--- src/rtl/clock_display_scan.sv ---
// Six-digit common-anode 7-segment scanner for HH.MM.SS time with per-frame input snapshot.
// Optional macro LEADING_ZERO_BLANK_EN blanks the hour tens digit when the hour is below 10.
module clock_display_scan #(
    parameter int SCAN_DIV = 4
) (
    input  logic       clk,
    input  logic       rst,
    input  logic [6:0] sec,
    input  logic [6:0] min,
    input  logic [4:0] hr,
    output logic [6:0] seg_n,
    output logic       dp_n,
    output logic [5:0] an_n
);

    localparam logic [15:0] DIV_LAST  = 16'(SCAN_DIV - 1);
    localparam logic [6:0]  SEG_DASH  = 7'b0111111;
    localparam logic [6:0]  SEG_BLANK = 7'b1111111;

    logic [15:0] r_div_cnt;
    logic [2:0]  r_digit;
    logic        r_first;
    logic [6:0]  r_sec;
    logic [6:0]  r_min;
    logic [4:0]  r_hr;

    logic        w_tick;
    logic        w_capture;
    logic        w_blank;
    logic        w_invalid;
    logic [6:0]  w_field;
    logic [3:0]  w_bcd;
    logic [6:0]  w_seg;
    logic [5:0]  w_an;
    logic        w_dp;

    function automatic logic [3:0] bcd_tens(input logic [6:0] v);
        return 4'(v / 7'd10);
    endfunction

    function automatic logic [3:0] bcd_ones(input logic [6:0] v);
        return 4'(v % 7'd10);
    endfunction

    function automatic logic [6:0] seg_font(input logic [3:0] v);
        logic [6:0] f;
        case (v)
            4'd0:    f = 7'b1000000;
            4'd1:    f = 7'b1111001;
            4'd2:    f = 7'b0100100;
            4'd3:    f = 7'b0110000;
            4'd4:    f = 7'b0011001;
            4'd5:    f = 7'b0010010;
            4'd6:    f = 7'b0000010;
            4'd7:    f = 7'b1111000;
            4'd8:    f = 7'b0000000;
            4'd9:    f = 7'b0010000;
            default: f = SEG_DASH;
        endcase
        return f;
    endfunction

    assign w_tick    = (r_div_cnt == DIV_LAST);
    // Snapshot only at the frame wrap so a single frame never mixes two time values.
    assign w_capture = r_first | (w_tick & (r_digit == 3'd5));

`ifdef LEADING_ZERO_BLANK_EN
    assign w_blank = (r_digit == 3'd5) && (r_hr < 5'd10);
`else
    assign w_blank = 1'b0;
`endif

    // Select the shadow field and digit for the current scan position and encode it.
    always_comb begin
        w_field   = 7'd0;
        w_invalid = 1'b0;
        case (r_digit)
            3'd0, 3'd1: begin
                w_field   = r_sec;
                w_invalid = (r_sec > 7'd59);
            end
            3'd2, 3'd3: begin
                w_field   = r_min;
                w_invalid = (r_min > 7'd59);
            end
            3'd4, 3'd5: begin
                w_field   = {2'b00, r_hr};
                w_invalid = (r_hr > 5'd23);
            end
            default: begin
                w_field   = 7'd0;
                w_invalid = 1'b0;
            end
        endcase
        if (r_digit[0]) begin
            w_bcd = bcd_tens(w_field);
        end else begin
            w_bcd = bcd_ones(w_field);
        end
        // Dash outranks blanking so a bad hour is always visible.
        if (w_invalid) begin
            w_seg = SEG_DASH;
        end else if (w_blank) begin
            w_seg = SEG_BLANK;
        end else begin
            w_seg = seg_font(w_bcd);
        end
    end

    assign w_an = ~(6'b000001 << r_digit);
    assign w_dp = ~((r_digit == 3'd2) || (r_digit == 3'd4));

    // Prescaler, digit index, shadow capture and registered display outputs.
    always_ff @(posedge clk or negedge rst) begin
        if (!rst) begin
            r_div_cnt <= 16'd0;
            r_digit   <= 3'd0;
            r_first   <= 1'b1;
            r_sec     <= 7'd0;
            r_min     <= 7'd0;
            r_hr      <= 5'd0;
            seg_n     <= SEG_BLANK;
            dp_n      <= 1'b1;
            an_n      <= 6'b111111;
        end else begin
            if (w_tick) begin
                r_div_cnt <= 16'd0;
                if (r_digit == 3'd5) begin
                    r_digit <= 3'd0;
                end else begin
                    r_digit <= r_digit + 3'd1;
                end
            end else begin
                r_div_cnt <= r_div_cnt + 16'd1;
            end
            if (w_capture) begin
                r_sec <= sec;
                r_min <= min;
                r_hr  <= hr;
            end
            r_first <= 1'b0;
            seg_n   <= w_seg;
            dp_n    <= w_dp;
            an_n    <= w_an;
        end
    end

endmodule
--- config.mk ---
export PLATFORM = sky130hd
export DESIGN_NAME = clock_display_scan
export DESIGN_NICKNAME = d
export VERILOG_FILES = /design/src/rtl/clock_display_scan.sv
export SDC_FILE = /design/constraint.sdc
export NUM_CORES = 1
export LEC_CHECK = 0
export ABC_AREA = 1
export CAP_MARGIN = 20
export CELL_PAD_IN_SITES_DETAIL_PLACEMENT = 1
export CELL_PAD_IN_SITES_GLOBAL_PLACEMENT = 2
export CORE_MARGIN = 2
export CORE_UTILIZATION = 37
export CTS_BUF_LIST = sky130_fd_sc_hd__clkbuf_16
export CTS_CLUSTER_SIZE = 40
export DETAILED_ROUTE_END_ITERATION = 7
export PLACE_DENSITY_LB_ADDON = 0.1
export SLEW_MARGIN = 40
export SYNTH_ARGS = -nofsm -noshare
export SYNTH_HDL_FRONTEND = slang
export SYNTH_SLANG_ARGS = --single-unit
--- constraint.sdc ---
create_clock -name clk -period 9.6 [get_ports clk]
set_input_delay 0.96 -clock clk [delete_from_list [all_inputs] [get_ports clk]]
set_output_delay 0.96 -clock clk [all_outputs]
set_load 0.005 [all_outputs]
==> impl_metrics.csv, run 1 <==
group,metric,value,unit
run_status,status,"finished, final reports clean",
worst_setup_path,cp_slowest_cell,"dfrtp_1",
die,die_x,93.3,um
finish,stdcell_area,3590,um^2
finish,instances_no_fill,484,
drt,initialDrtViolationCount,32,
die,die_area,8710,um^2
die,initial_core_util,38.2,%
clock_tree,cts_resized,0,
global_routing,grt_pass1_wl,11100,um
global_routing,grt_max_degree,34,
yosys,synth_top_area_cell,"dfrtp_1",
pwr,power_leakage,0.00174,uW
timing,fin_crit_sh,41.0,%
flow_run,drv_cap,0,
worst_setup_path,worstSetupStartpointType,"register",
clock_tree,cts_buffers,5,
clock_tree,clk_latency,0.29,ns
timing,finalClockSkew,0.00850,ns
die,die_y,93.3,um
timing,max_freq,254,MHz
worst_setup_path,worstPathArrival,4.15,ns
place,dpl_cell_area,3420,um^2
pwr,p_sw_share,28.9,%
drt,drt_first_pass_iters,4,
pwr,ir_drop,0.0881,mV
pwr,switching_power,173,uW
pwr,finalPower,598,uW
global_routing,grt_use_total,15.9,%
min_path,hold_path.class,"reg -> reg",
timing,setup_slack,5.67,ns
yosys,yosys.area.top_type_share,32.2,%
global_routing,grt_pass1_vias,2352,
clock_tree,clockBufferDepth,2,
finish,final_nets,411,
global_routing,antenna_found_initial,0,
place,dpl_worst_slack,5.67,ns
clock_tree,ctsHoldBuffers,0,
drt,dr_total_vias,2242,
place,dp_cells,476,
yosys,ys_ff_latch,53,
place,dp_hpwl,5040,um
timing,hold_viol_final,0,
drt,drc,0,
clock_tree,cts_tree,"built",
yosys,syn_area_per_cell,8.66,um^2
worst_setup_path,path_class,"reg -> reg",
clock_tree,htreeDepth,2,
timing,tns,0,ns
pwr,power.density,166,nW/um^2
yosys,ys_types,40,
yosys,async_flop_share,100,%
yosys,yosysMostFrequentCell,"inv_1",
die,core_area,7730,um^2
yosys,synth_cells,341,
place,gp_congestion,0.747,
finish,layout-drive-gt1-share,22.5,%
pwr,p_seq_share,41.2,%
pwr,pwr-share-comb,23.6,%
yosys,yosys_most_used_dff,"dfrtp_1",
global_routing,grt_overflow,0,
clock_tree,cts.sinks,53,
worst_setup_path,critical_path.max_fanout,9,
worst_setup_path,cp.required,9.81,ns
worst_setup_path,critPathMaxStageDelay,0.52,ns
yosys,yosysSeqAreaShare,45.6,%
yosys,synth_area,2950,um^2
place,port_buffers,34,
timing,rsz0062_at_grt,"false",
timing,slew_violations,0,
yosys,ys_top_cells_by_area,"dfrtp_1, dfstp_2, inv_1",
finish,area_delta_synth_final,21.7,%
timing,finalSetupViolCount,0,
yosys,ys_top_cells_by_count,"inv_1, nand2_1, dfrtp_1",
finish,diodes,0,
timing,min_period,3.93,ns
yosys,synth_enable_flop_cells,0,
die,io_pins,35,
yosys,synth_nets,371,
drt,wl,6270,um
clock_tree,clkTransAtPathRegs,0.08,ns
clock_tree,cts_root_buf,"clkbuf_16",
pwr,internal-power,425,uW
worst_setup_path,end_kind,"register",
drt,via_per_inst,4.63,
pwr,p_clk_share,35.2,%
clock_tree,cts_setup_buffers,0,
drt,ant_nets,0,
yosys,yosysWarningCount,0,
die,rows,32,
drt,wl_per_cell,13.0,um
state kept, by name, indices dropped and copies added (netlist names):
signal	count
an_n	6
dp_n	1
r_digit	3
r_div_cnt	16
r_first	1
r_hr	5
r_min	7
r_sec	7
seg_n	7
cells in the final DEF (no fill, tap or decap), types with 2 or more instances in the layout:
cell type,instances
nand2_1,59
dfstp_2,15
nor4_1,5
nand3_2,8
dfrtp_1,38
buf_4,3
xor2_1,6
inv_2,9
clkdlybuf4s50_1,33
a21oi_4,2
a21oi_1,3
nand4_1,5
nand3_1,28
ha_1,9
clkbuf_16,5
nor2_1,19
o21ai_2,2
o21ai_0,17
inv_1,64
nand2_4,6
mux2_2,7
nand2_2,16
critical path: cells and delay by family, from the launching register on:
family,cells,cell delay [ns]
buffers and inverters,5,0.42
AO/OA/AOI/OAI,2,0.51
AND/OR/NAND/NOR,18,1.79
adder cells (fa/ha/maj),3,0.63
flip-flops,1,0.52
worst paths after layout:
check | slack, ns | to | from | cells past startpoint
worst max register to register | 5.67 | seg_n[3] | r_digit[0] | 28
worst min-delay path | 0.47 | r_div_cnt[0] | r_div_cnt[0] | 1
min in group asynchronous | 0.60 | r_div_cnt[3] | rst | 1
worst min register to register | 0.47 | r_div_cnt[0] | r_div_cnt[0] | 1
worst max-delay path | 5.67 | seg_n[3] | r_digit[0] | 28
max in group asynchronous | 8.19 | an_n[3] | rst | 2
power by group through the flow:
stage / Combinational, uW / Clock [uW] / Sequential (uW)
global route: 161 / 226 / 248
finish: 141 / 210 / 247
floorplan: 95.2 / 0 / 250
CTS: 144 / 218 / 247
detailed placement: 143 / 0 / 251
global placement: 142 / 0 / 251
stage by stage:
step | util, % | hold slack (ns)
final | 46.5 | 0.473
after global routing | 46.5 | 0.497
after CTS | 46.5 | 0.477
after detailed placement | 44.3 | 0.462
after global placement | 44.3 | 0.459
after floorplan | - | 0.433
per-layer routing:
layer  routed length [um]  track usage, %  up-vias
li1                     -               -     1146
met1                 2970            20.9     1053
met2                 3100            28.3       36
met3                  159            2.50        7
met4                   47            2.21        0
met5                    0               0        -
layout make-up:
class / instances / area, um^2
inverters: 73 / 274
fillers: 915 / 4130
multi-input cells: 211 / 1320
repair buffers: 37 / 358
clock buffers: 5 / 125
clock inverters: 3 / 50.0
flip-flops and latches: 53 / 1350
well taps: 102 / 128
cells by family after synthesis:
family                     share of synthesized area (%)
muxes                                               2.67
DFF                                                 45.6
AOI/OAI and AO/OA                                   8.01
other                                              0.127
buffers and inverters                               10.0
adders and majority gates                           3.81
and+or+nand+nor                                     27.7
xor gates and xnor gates                            2.08
Note: power is estimated with default switching activity, not from simulation.
==> inputs of run 2 (changes only) <==
Settings changed: CORE_UTILIZATION 37 to 31.
Clock period 9.6 ns to 3.24 ns, I/O delays scaled along.
==> run 2 against run 1 <==
Effect of this change:
- clock power increased to 2.6 times the previous value
- sequential power increased to 3.0 times the previous value
- largest cell class is now multi-input gates
- largest power group unchanged
- the run now ends with negative setup slack left
- critical endpoint unchanged
- register-to-register slack got worse by 5.8 ns
- combinational power increased to 4.5 times the previous value
- via count increased by 9.9%
==> impl_metrics.csv, run 2 (same netlist as run 1, synthesis figures left out) <==
group,metric,value,unit
worst_setup_path,end_kind,"register",
place,dp_hpwl,5560,um
worst_setup_path,path_class,"reg -> reg",
clock_tree,cts_tree,"built",
timing,finalClockSkew,0.00721,ns
finish,layout-drive-gt1-share,38.7,%
run_status,status,"finished, violations left",
timing,worstMarginPinSlew,0.683,ns
global_routing,grt_use_total,14.8,%
die,initial_core_util,32.0,%
global_routing,grt_pass1_wl,12200,um
die,die_y,102,um
pwr,switching_power,599,uW
timing,min_period,3.40,ns
clock_tree,cts_buffers,5,
pwr,finalPower,1900,uW
finish,top_register,"r_div_cnt",
pwr,p_sw_share,31.6,%
timing,setup_slack,-0.162,ns
global_routing,grt_overflow,0,
drt,dr_total_vias,2465,
pwr,ir_drop,0.229,mV
worst_setup_path,crit_family,"simple AND/OR/NAND/NOR gates",
drt,wl_per_cell,13.0,um
pwr,p_seq_share,38.5,%
pwr,power.density,440,nW/um^2
worst_setup_path,worstPathArrival,3.63,ns
min_path,hold_path.class,"reg -> reg",
place,port_buffers,34,
finish,final_common_cell,"inv_1",
worst_setup_path,crit_top_cell,"nand2_4",
die,die_area,10300,um^2
clock_tree,clkTransAtPathRegs,0.07,ns
worst_setup_path,worstSetupStartpointType,"register",
finish,diodes,0,
drt,via_per_inst,4.36,
die,rows,35,
timing,slew_violations,0,
die,core_area,9240,um^2
flow_run,drv_cap,0,
timing,hold_viol_final,0,
global_routing,antenna_found_initial,0,
timing,max_freq,294,MHz
worst_setup_path,cp.required,3.47,ns
clock_tree,clockBufferDepth,2,
pwr,internal-power,1300,uW
finish,final_cell_mix,"inv_1, nand2_1, buf_4, dfrtp_1, clkdlybuf4s50_1",
worst_setup_path,path_buf_inv,5,
clock_tree,clk_latency,0.30,ns
place,dpl_worst_slack,-0.199,ns
place,gp_congestion,0.757,
finish,largest_reg_flops,16,
timing,slew_headroom,54.5,%
worst_setup_path,critical_path.max_fanout,6,
drt,wl,7330,um
drt,ant_nets,0,
die,io_pins,35,
global_routing,grt_max_degree,35,
clock_tree,cts_root_buf,"clkbuf_16",
clock_tree,cts.sinks,53,
die,die_x,102,um
drt,drt_first_pass_iters,4,
clock_tree,htreeDepth,2,
pwr,p_clk_share,28.4,%
timing,fin_crit_sh,105,%
drt,initialDrtViolationCount,26,
finish,final_nets,466,
pwr,pwr-share-comb,33.1,%
run_status,violations,"negative setup slack",
worst_setup_path,cp_slowest_cell,"dfrtp_1",
timing,finalSetupViolCount,7,
timing,rsz0062_at_grt,"true",
worst_setup_path,critPathMaxStageDelay,0.40,ns
finish,area_delta_synth_final,46.1,%
pwr,power_leakage,0.00207,uW
finish,fillers,1083,
global_routing,grt_pass1_vias,2529,
drt,drc,0,
## run 2: changes by cell type in the layout (fill, tap and decap cells not counted), moves of 3 or more
| cell | delta |
|---|---|
| buf_6 | +4 |
| buf_4 | +49 |
| nand3_2 | +5 |
| nand3_1 | -11 |
| nand2_2 | -6 |
| ha_1 | -5 |
| nand3_4 | +6 |
| ha_4 | +4 |
| nand2_1 | -4 |
| inv_2 | +3 |
| nand2_4 | +10 |
| inv_1 | -6 |
## run 2: routing by layer
metal  track usage (%)  vias to the layer above  wire, um
met4              2.49                        0        49
met2              26.5                       33      3730
met1              19.0                     1167      3370
met3              2.55                        5       179
li1                  -                     1260         -
met5                 0                        -         0
## run 2: worst register-to-register path: cells and delay by family, from the launching register on
| family | cells | cell delay [ns] |
|---|---|---|
| AO/OA/AOI/OAI | 3 | 0.54 |
| adder cells (fa/ha/maj) | 2 | 0.33 |
| buffers and inverters | 5 | 0.36 |
| flip-flops | 1 | 0.40 |
| AND/OR/NAND/NOR | 19 | 1.69 |
## run 2: through the flow
step / instances / utilization, % / TNS [ns] / hold WS [ns] / instance area (um^2)
floorplan: 341 / - / -0.0761 / 0.0284 / 3030
global placement: 536 / 40.8 / -0.338 / 0.296 / 3770
detailed placement: 536 / 40.8 / -0.887 / 0.303 / 3770
CTS: 560 / 44.3 / -0.509 / 0.485 / 4090
global route: 566 / 46.7 / -2.68 / 0.508 / 4310
finish: 566 / 46.7 / -0.894 / 0.480 / 4310
## run 2: power groups by stage
stage	Combinational, uW	Sequential, uW	Clock (uW)
floorplan	308	743	0
global placement	496	743	0
detailed placement	502	744	0
CTS	554	731	557
global route	701	734	584
finish	629	731	540
## run 2: layout make-up
class	count	area (um^2)	share of cell area [%]
Clock inverter	3	21.3	0.493
Tap cell	129	161	3.74
Multi-Input combinational cell	211	1580	36.5
Sequential cell	53	1350	31.2
Clock buffer	5	125	2.90
Timing Repair Buffer	92	801	18.6
Inverter	73	284	6.58
## run 2: worst paths after layout
| check | start | to | slack (ns) | cells past startpoint |
|---|---|---|---|---|
| setup / recovery | r_digit[0] | seg_n[3] | -0.16 | 29 |
| hold / removal | r_div_cnt[0] | r_div_cnt[0] | 0.48 | 1 |
| max in group asynchronous | rst | an_n[5] | 1.91 | 3 |
| setup reg to reg | r_digit[0] | seg_n[3] | -0.16 | 29 |
| min in group asynchronous | rst | r_div_cnt[10] | 0.50 | 2 |
| hold reg to reg | r_div_cnt[0] | r_div_cnt[0] | 0.48 | 1 |
## run 2: repair_timing
action                                  in CTS  in global routing
endpoints found under the setup margin       7                  7
gates resized for setup                     11                 36
hold buffers                                 1                  0
endpoints found under the hold margin       19                  0
pin swaps                                   14                 17
buffers inserted                            15                  7
